==> src/rtl/multiplexer_scan_pkg.sv <==
// Shared types and constants for the 4:1 multiplexer scan controller.
package multiplexer_scan_pkg;

    typedef enum logic [1:0] {
        IDLE   = 2'd0,
        SETTLE = 2'd1,
        DONE   = 2'd2
    } scan_state_t;

    localparam int SCAN_CHANNELS = 4;
    localparam int SEL_W         = 2;
    localparam int SETTLE_W      = 4;

    localparam logic [SEL_W-1:0] LAST_CHANNEL = SEL_W'(SCAN_CHANNELS - 1);

    // Lowest enabled channel at or above lo; MSB of the result flags a hit.
    function automatic logic [SEL_W:0] first_enabled(input logic [SCAN_CHANNELS-1:0] mask,
                                                     input int lo);
        logic [SEL_W:0] r;
        r = '0;
        for (int i = SCAN_CHANNELS - 1; i >= 0; i--) begin
            if (i >= lo && mask[i]) r = {1'b1, SEL_W'(i)};
        end
        return r;
    endfunction

endpackage

==> src/rtl/multiplexer_scan_controller_settle_timer.sv <==
// Loadable settle down-counter; zero flags that the mux output may be sampled.
module multiplexer_scan_settle_timer
    import multiplexer_scan_pkg::*;
(
    input  logic                clk,
    input  logic                rst,
    input  logic                load,
    input  logic [SETTLE_W-1:0] load_value,
    output logic                zero
);

    logic [SETTLE_W-1:0] count;

    // Load has priority; otherwise count down and park at zero.
    always_ff @(posedge clk or posedge rst) begin
        if (rst)                count <= '0;
        else if (load)          count <= load_value;
        else if (count != '0)   count <= count - 1'b1;
    end

    assign zero = (count == '0);

endmodule

==> src/rtl/multiplexer_scan_controller.sv <==
// Steps a 4:1 mux through its inputs, samples f after a settle time and
// presents the assembled word with valid/ready.
// Optional feature: define MULTIPLEXER_SCAN_MASK_EN to add channel_mask,
// which skips disabled channels (their result bits read 0).
//
// state  | meaning
// IDLE   | select 00, waiting for start
// SETTLE | holding select on current channel until the timer expires, then sample f
// DONE   | result valid on data_out, select parked at 11, waiting for ready
module multiplexer_scan_controller
    import multiplexer_scan_pkg::*;
#(
    parameter int unsigned SETTLE_CYCLES = 1
) (
    input  logic                     clk,
    input  logic                     rst,
    input  logic                     start,
    input  logic                     f,
    output logic                     s0,
    output logic                     s1,
    output logic [SCAN_CHANNELS-1:0] data_out,
    output logic                     valid,
    input  logic                     ready,
`ifdef MULTIPLEXER_SCAN_MASK_EN
    input  logic [SCAN_CHANNELS-1:0] channel_mask,
`endif
    output logic                     busy
);

    localparam logic [SETTLE_W-1:0] SETTLE_LOAD = SETTLE_W'(SETTLE_CYCLES);

    scan_state_t              state, next_state;
    logic [SEL_W-1:0]         channel;
    logic [SCAN_CHANNELS-1:0] shadow, shadow_cap;
    logic [SCAN_CHANNELS-1:0] start_mask, scan_mask;
    logic [SEL_W:0]           pick;
    logic                     timer_load, timer_zero;

`ifdef MULTIPLEXER_SCAN_MASK_EN
    logic [SCAN_CHANNELS-1:0] mask_q;
    assign start_mask = channel_mask;
    assign scan_mask  = mask_q;

    // Mask is frozen for the whole scan at the start edge.
    always_ff @(posedge clk or posedge rst) begin
        if (rst)                          mask_q <= '0;
        else if (state == IDLE && start)  mask_q <= channel_mask;
    end
`else
    assign start_mask = '1;
    assign scan_mask  = '1;
`endif

    multiplexer_scan_settle_timer u_timer (
        .clk        (clk),
        .rst        (rst),
        .load       (timer_load),
        .load_value (SETTLE_LOAD),
        .zero       (timer_zero)
    );

    // State register.
    always_ff @(posedge clk or posedge rst) begin
        if (rst) state <= IDLE;
        else     state <= next_state;
    end

    // Next-state, timer reload and next-channel selection.
    always_comb begin
        next_state = state;
        timer_load = 1'b0;
        pick       = '0;
        case (state)
            IDLE: begin
                pick = first_enabled(start_mask, 0);
                if (start) begin
                    timer_load = pick[SEL_W];
                    next_state = pick[SEL_W] ? SETTLE : DONE;
                end
            end
            SETTLE: begin
                pick = first_enabled(scan_mask, int'(channel) + 1);
                if (timer_zero) begin
                    timer_load = pick[SEL_W];
                    if (!pick[SEL_W]) next_state = DONE;
                end
            end
            DONE: begin
                if (ready) next_state = IDLE;
            end
            default: next_state = IDLE;
        endcase
    end

    // Shadow word with the current channel's sample merged in.
    always_comb begin
        shadow_cap          = shadow;
        shadow_cap[channel] = f;
    end

    // Channel stepping, shadow capture and result publication.
    always_ff @(posedge clk or posedge rst) begin
        if (rst) begin
            channel  <= '0;
            shadow   <= '0;
            data_out <= '0;
        end else begin
            case (state)
                IDLE: begin
                    if (start) begin
                        shadow  <= '0;
                        channel <= pick[SEL_W] ? pick[SEL_W-1:0] : LAST_CHANNEL;
                        if (!pick[SEL_W]) data_out <= '0;
                    end
                end
                SETTLE: begin
                    if (timer_zero) begin
                        shadow <= shadow_cap;
                        if (pick[SEL_W]) begin
                            channel <= pick[SEL_W-1:0];
                        end else begin
                            channel  <= LAST_CHANNEL;
                            data_out <= shadow_cap;
                        end
                    end
                end
                DONE: begin
                    if (ready) channel <= '0;
                end
                default: ;
            endcase
        end
    end

    assign {s1, s0} = channel;
    assign valid    = (state == DONE);
    assign busy     = (state != IDLE);

endmodule

==> config.mk <==
export PLATFORM = sky130hd
export DESIGN_NAME = multiplexer_scan_controller
export DESIGN_NICKNAME = d
export VERILOG_FILES = /design/src/rtl/multiplexer_scan_pkg.sv /design/src/rtl/multiplexer_scan_controller_settle_timer.sv /design/src/rtl/multiplexer_scan_controller.sv
export SDC_FILE = /design/constraint.sdc
export NUM_CORES = 1
export LEC_CHECK = 0
export CORE_MARGIN = 2
export CORE_UTILIZATION = 55
export CTS_BUF_LIST = sky130_fd_sc_hd__clkbuf_4 sky130_fd_sc_hd__clkbuf_8
export DETAILED_ROUTE_END_ITERATION = 16
export GPL_ROUTABILITY_DRIVEN = 0
export PLACE_DENSITY_LB_ADDON = 0.15
export SETUP_SLACK_MARGIN = 0.15
export SLEW_MARGIN = 20
export SYNTH_ARGS = -nofsm -noshare
export SYNTH_HDL_FRONTEND = slang
export SYNTH_SLANG_ARGS = --single-unit
==> constraint.sdc <==
create_clock -name clk -period 1.8 [get_ports clk]
set_input_delay 0.18 -clock clk [delete_from_list [all_inputs] [get_ports clk]]
set_output_delay 0.18 -clock clk [all_outputs]
set_load 0.01 [all_outputs]
==> summary.md, run 1 <==
| Metric | Value |
|---|---|
| Outcome | finished, final reports clean |
| Overflow after GRT | 0 |
| Initial Util | 0.5889 |
| DIE HEIGHT | 44.16 microns |
| Initial drt markers | 15 |
| Synth cell types | 30 |
| Vias | 692 |
| RSZ-0062 raised after global routing | true |
| Row count | 14 |
| Antenna cell count | 0 |
| Pint | 1.119 mW |
| Initial antenna violation count | 0 |
| Layout cells sized above 1 | 0.2427 |
| Core Footprint | 1506 sq um |
| CTS Buffer Depth | 2 |
| Crit-path max FO | 10 |
| Peak supply drop | 891.7 uV |
| Yosys Warn Count | 0 |
| Area leader, netlist | dfrtp_1 |
| Final hold violation count | 0 |
| Switching Fraction | 0.3829 |
| Vias in the first global route | 641 |
| Max-Cap Viols | 0 |
| WL final | 1746 microns |
| Root Buffer | clkbuf_4 |
| Logic pwr share | 0.531 |
| Clock network power share | 0.117 |
| #FFs+latches synth | 15 |
| LEAKAGE | 0.5395 nW |
| Worst slew margin | 0.6200 |
| Highest clock rate | 634.7 MHz |
| H-tree levels | 1 |
| Fin area | 1111 sq um |
| Final setup viols | 0 |
| Reg2Reg Depth | 5 |
| First-pass GRT wire length | 2898 microns |
| Post-synth EDFFs | 0 |
| Drt first pass iters | 4 |
| Vias/cell | 5.815 |
| Most frequent cells in the layout | dfrtp_1, clkdlybuf4s50_1, nor2_1, mux2i_1 |
| Pin count of the biggest net entering global routing | 16 |
| Fin crit share | 0.8753 |
| Skew final | 4.699 ps |
| Reg power frac | 0.352 |
| Ys flop type | dfrtp_1 |
| Post-synth top area share | 0.4231 |
| Top Ports | 13 |
| Most common cell after layout, fill and taps aside | dfrtp_1 |
| # clock sinks | 15 |
| Detail Route Antenna Nets | 0 |
| Final core utilization | 0.7375 |
| CP required | 1970 ps |
| Clock Latency Late Sink | 290 ps |
| Cts bufs inserted | 3 |
| Post-synth ARST share | 1.000 |
| Post-synth net total | 93 |
| Final #Nets | 114 |
| Final setup TNS | 0 ps |
| Total track usage | 0.2079 |
| CTS tree | yes |
| Reg-to-reg endpoint | u_timer.count[1]$_DFFE_PP0P_ |
| DP Area | 1041 sq um |
| Worst Setup Path Type | flip-flop to flip-flop |
| R2R Setup Slk | 220 ps |
| Power Dens Cells | 1631 nW/um^2 |
| Post-DP HPWL | 1253 microns |
| CP Data Arrival Time | 1750 ps |
| RR Startpoint | state[0]$_DFFE_PP0P_ |
| Sw power | 0.6940 mW |
| Seq/Total Area, Yosys | 0.4231 |
| Fin crit period | 1576 ps |
| Nature of the critical path startpoint | flip-flop |
| Top cells by area, synth | dfrtp_1, mux2i_1, ha_1, mux2_4, nor2_1 |
| Worst Tran Pin Value | 569.3 ps |
| DRC errors left | 0 |
| Post-Syn Instances | 83 |
| Die ar. | 1950 sq um |
| Slew Viols, Final | 0 |
| Clk slew on worst S/H paths | 90 ps |
| Syn_area_per_cell | 10.69 sq um |
| DR WL/cell | 14.67 microns |
| CTS hold repair buffers | 0 |
| Crit. End Element | flip-flop |
| Layout area overhead | 25.25% |
| PortBufs | 12 |
| Worst min path class | primary input to async pin |
| Post-Syn Area | 887.1 sq um |
| Die width | 44.16 microns |
-- kinds of logic after synthesis --
family | Yosys count | share of synthesized area
adder cells (fa/ha/maj) | 5 | 0.07052
AO/OA/AOI/OAI | 6 | 0.05219
flip-flops | 15 | 0.4231
multiplexers | 13 | 0.1707
buffers and inverters | 10 | 0.05078
AND/OR/NAND/NOR | 34 | 0.2327
-- synth_stat cells (all sizes together), types with 2 or more instances --
master  number
nand3        3
clkbuf       2
mux2         5
ha           5
nor2         9
inv          7
nand2        5
dfrtp       15
nor3b        3
nor2b        2
nor4b        2
nor3         3
mux2i        8
-- per-stage QoR --
| stage | std cells | hold slack (ps) | setup WS [ps] | total power, mW |
|---|---|---|---|---|
| 5_1_grt | 119 | 273.4 | 139.4 | 1.934 |
| 6_report | 119 | 234.0 | 224.4 | 1.813 |
| 2_1_floorplan | 83 | 81.48 | 134.1 | 1.224 |
| 4_1_cts | 119 | 246.3 | 153.5 | 1.798 |
| 3_5_place_dp | 112 | 492.0 | 142.5 | 1.557 |
| 3_3_place_gp | 112 | 498.8 | 204.9 | 1.524 |
-- routing by layer --
| layer | share of wire | global-route usage | routed length (microns) | vias up |
|---|---|---|---|---|
| met5 | 0 | 0 | 0 | - |
| met2 | 0.48 | 0.3412 | 837 | 11 |
| met1 | 0.47 | 0.2526 | 813 | 344 |
| met4 | 0.017 | 0.1091 | 29 | 0 |
| li1 | - | - | - | 333 |
| met3 | 0.037 | 0.04898 | 65 | 4 |
-- critical path: stages, from the launching register on --
cell,delay (ps)
dfrtp_1,410
buf_4,150
buf_4,160
or3b_2,520
nand4b_1,140
o31ai_1,80
-- how the worst max path moves through the flow --
stage | start | endpoint
final | state[0]$_DFFE_PP0P_ | u_timer.count[1]$_DFFE_PP0P_
after global routing | u_timer.count[0]$_DFFE_PP0P_ | data_out[1]$_DFFE_PP0P_
after CTS | state[0]$_DFFE_PP0P_ | busy
after detailed placement | u_timer.count[0]$_DFFE_PP0P_ | data_out[2]$_DFFE_PP0P_
after global placement | u_timer.count[0]$_DFFE_PP0P_ | data_out[3]$_DFFE_PP0P_
after floorplan | u_timer.count[0]$_DFFE_PP0P_ | data_out[0]$_DFFE_PP0P_
-- flip-flops by register name, indices dropped and copies added, names as in the netlist --
signal,flops
channel,2
u_timer.count,4
shadow,3
state,2
data_out,4
-- power groups by stage --
stage / Combinational [mW] / Clock, mW / Sequential [mW]
floorplan: 0.589 / 0 / 0.635
global placement: 0.888 / 0 / 0.636
detailed placement: 0.911 / 0 / 0.646
CTS: 0.954 / 0.215 / 0.629
global route: 1.05 / 0.229 / 0.657
finish: 0.963 / 0.212 / 0.638
-- layout make-up --
class / instances / area [sq um]
Tap cell: 16 / 20.02
Timing Repair Buffer: 19 / 177.7
Inverter: 7 / 26.28
Multi-Input combinational cell: 58 / 480.5
Clock buffer: 4 / 30.03
Sequential cell: 15 / 376.6
Fill cell: 101 / 395.4
-- timing repair --
action / 4_1_cts / 5_1_grt
gates resized for setup: 2 / 4
setup buffers: 3 / 0
setup endpoints to repair: 6 / 7
No activity file was read; power rests on OpenSTA's default activity.
==> inputs of run 2 (changes only) <==
- RECOVER_POWER: not set -> 25
==> run 2 against run 1 <==
Effect of this change:
- clock skew is the same
- critical path depth is the same
- register-to-register slack is essentially flat
- clock power is essentially flat
- fmax is the same
- largest cell class unchanged
- largest power group unchanged
==> summary.md, run 2 (synthesized netlist as in run 1, its figures left out) <==
| Metric | Value |
|---|---|
| Outcome | finished, final reports clean |
| Power, Total | 1.812 mW |
| Crit-path cells | buf_4 -> buf_4 -> or3b_2 -> nand4b_1 -> o31ai_1 |
| Vias | 692 |
| LEAKAGE | 0.5398 nW |
| RSZ-0062 raised after global routing | true |
| Drt first pass iters | 4 |
| Row count | 14 |
| Crit-path max FO | 10 |
| Most frequent cells in the layout | dfrtp_1, nor2_1, clkdlybuf4s50_1, mux2i_1 |
| Final non-filler cell total | 119 |
| Final setup TNS | 0 ps |
| Worst Tran Pin Value | 569.3 ps |
| DR WL/cell | 14.67 microns |
| Vias in the first global route | 641 |
| Clock Latency Late Sink | 290 ps |
| Peak supply drop | 891.7 uV |
| Initial antenna violation count | 0 |
| Root Buffer | clkbuf_4 |
| CTS tree | yes |
| Skew final | 4.699 ps |
| Fin crit period | 1576 ps |
| Highest clock rate | 634.7 MHz |
| Final setup viols | 0 |
| Die ar. | 1950 sq um |
| Post-DP HPWL | 1253 microns |
| Placed insts | 112 |
| Clk slew on worst S/H paths | 90 ps |
| Max-Cap Viols | 0 |
| Layout area overhead | 25.25% |
| Initial Util | 0.5889 |
| Setup Slack @ Placement | 142.5 ps |
| WL final | 1746 microns |
| First-pass GRT wire length | 2898 microns |
| Setup ws final | 224.4 ps |
| CP dominant cell by count | buf_4 |
| PortBufs | 12 |
| Power Dens Cells | 1631 nW/um^2 |
| Nature of the critical path startpoint | flip-flop |
| Layout cells sized above 1 | 0.2427 |
| Total track usage | 0.2079 |
| CTS Buffer Depth | 2 |
| CTS hold repair buffers | 0 |
| DRC errors left | 0 |
| Worst Setup Path Type | flip-flop to flip-flop |
| Min Hold Slack | 371.2 ps |
| Final hold violation count | 0 |
| CP required | 1970 ps |
| Initial drt markers | 15 |
| Worst path top cell family by delay | simple AND/OR/NAND/NOR gates |
| CP Data Arrival Time | 1750 ps |
| Worst min path class | primary input to async pin |
| Cts bufs inserted | 3 |
| DIE HEIGHT | 44.16 microns |
| Core Footprint | 1506 sq um |
| Critical path buffers and inverters | 2 |
| Antenna cell count | 0 |
| Crit. End Element | flip-flop |
| Slowest stage delay, CP | 520 ps |
| Top Ports | 13 |
| Detail Route Antenna Nets | 0 |
| Fillcell total | 101 |
| Fin crit share | 0.8753 |
| Final #Nets | 114 |
| Most common cell after layout, fill and taps aside | dfrtp_1 |
| # clock sinks | 15 |
| Biggest regs | data_out (4), u_timer.count (4), shadow (3) |
| Worst slew margin | 0.6200 |
| H-tree levels | 1 |
| Overflow after GRT | 0 |
| Slew Viols, Final | 0 |
| Slowest stage cell, crit path | or3b_2 |
| Pin count of the biggest net entering global routing | 16 |
| Vias/cell | 5.815 |
| Die width | 44.16 microns |
[run 2: changes by cell type in the layout (fill, tap and decap cells not counted)]
cell / previous run / this run
clkdlybuf4s50_1: 10 / 9
dlygate4sd3_1: 0 / 1
[run 2: final timing paths]
check,start,end,slack [ps],depth (start not counted)
max,state[0]$_DFFE_PP0P_,u_timer.count[1]$_DFFE_PP0P_,220,5
min,rst,data_out[0]$_DFFE_PP0P_,370,2
max in group asynchronous,rst,state[1]$_DFFE_PP0P_,1030,2
min in group clk,data_out[0]$_DFFE_PP0P_,data_out[0]$_DFFE_PP0P_,520,1
max reg2reg,state[0]$_DFFE_PP0P_,u_timer.count[1]$_DFFE_PP0P_,220,5
min reg2reg,data_out[0]$_DFFE_PP0P_,data_out[0]$_DFFE_PP0P_,520,1
[run 2: stage by stage]
step / cell area [sq um] / utilization
3_3_place_gp: 1041 / 0.6910
4_1_cts: 1096 / 0.7276
2_1_floorplan: 889.6 / -
5_1_grt: 1111 / 0.7375
6_report: 1111 / 0.7375
3_5_place_dp: 1041 / 0.6910
[run 2: per-layer routing]
layer | track usage | routed length, microns
met5 | 0 | 0
met4 | 0.1091 | 29
met3 | 0.04898 | 65
met2 | 0.3412 | 837
met1 | 0.2526 | 812
[run 2: worst register-to-register path: cells and delay by family, from the launching register on]
family                 cells  cell delay, ps
flip-flops                 1             410
AO/OA/AOI/OAI              1              80
buffers and inverters      2             310
AND/OR/NAND/NOR            2             670
[run 2: layout make-up]
| cell class | count | area (sq um) | area share |
|---|---|---|---|
| Tap cell | 16 | 20.02 | 0.01802 |
| Clock buffer | 4 | 30.03 | 0.02703 |
| Timing Repair Buffer | 19 | 177.7 | 0.1599 |
| Inverter | 7 | 26.28 | 0.02365 |
| Multi-Input combinational cell | 58 | 480.5 | 0.4324 |
| Sequential cell | 15 | 376.6 | 0.3390 |
[run 2: what timing repair did]
action / CTS / global route
setup endpoints to repair: 6 / 7
setup buffers: 3 / 0
gates resized for setup: 2 / 4
[run 2: power by group]
group          leakage (nW)  internal [mW]  total, mW  switching [mW]
Sequential            0.184          0.487      0.638           0.151
Clock                0.0184          0.101      0.212           0.110
Combinational         0.337          0.529      0.962           0.433
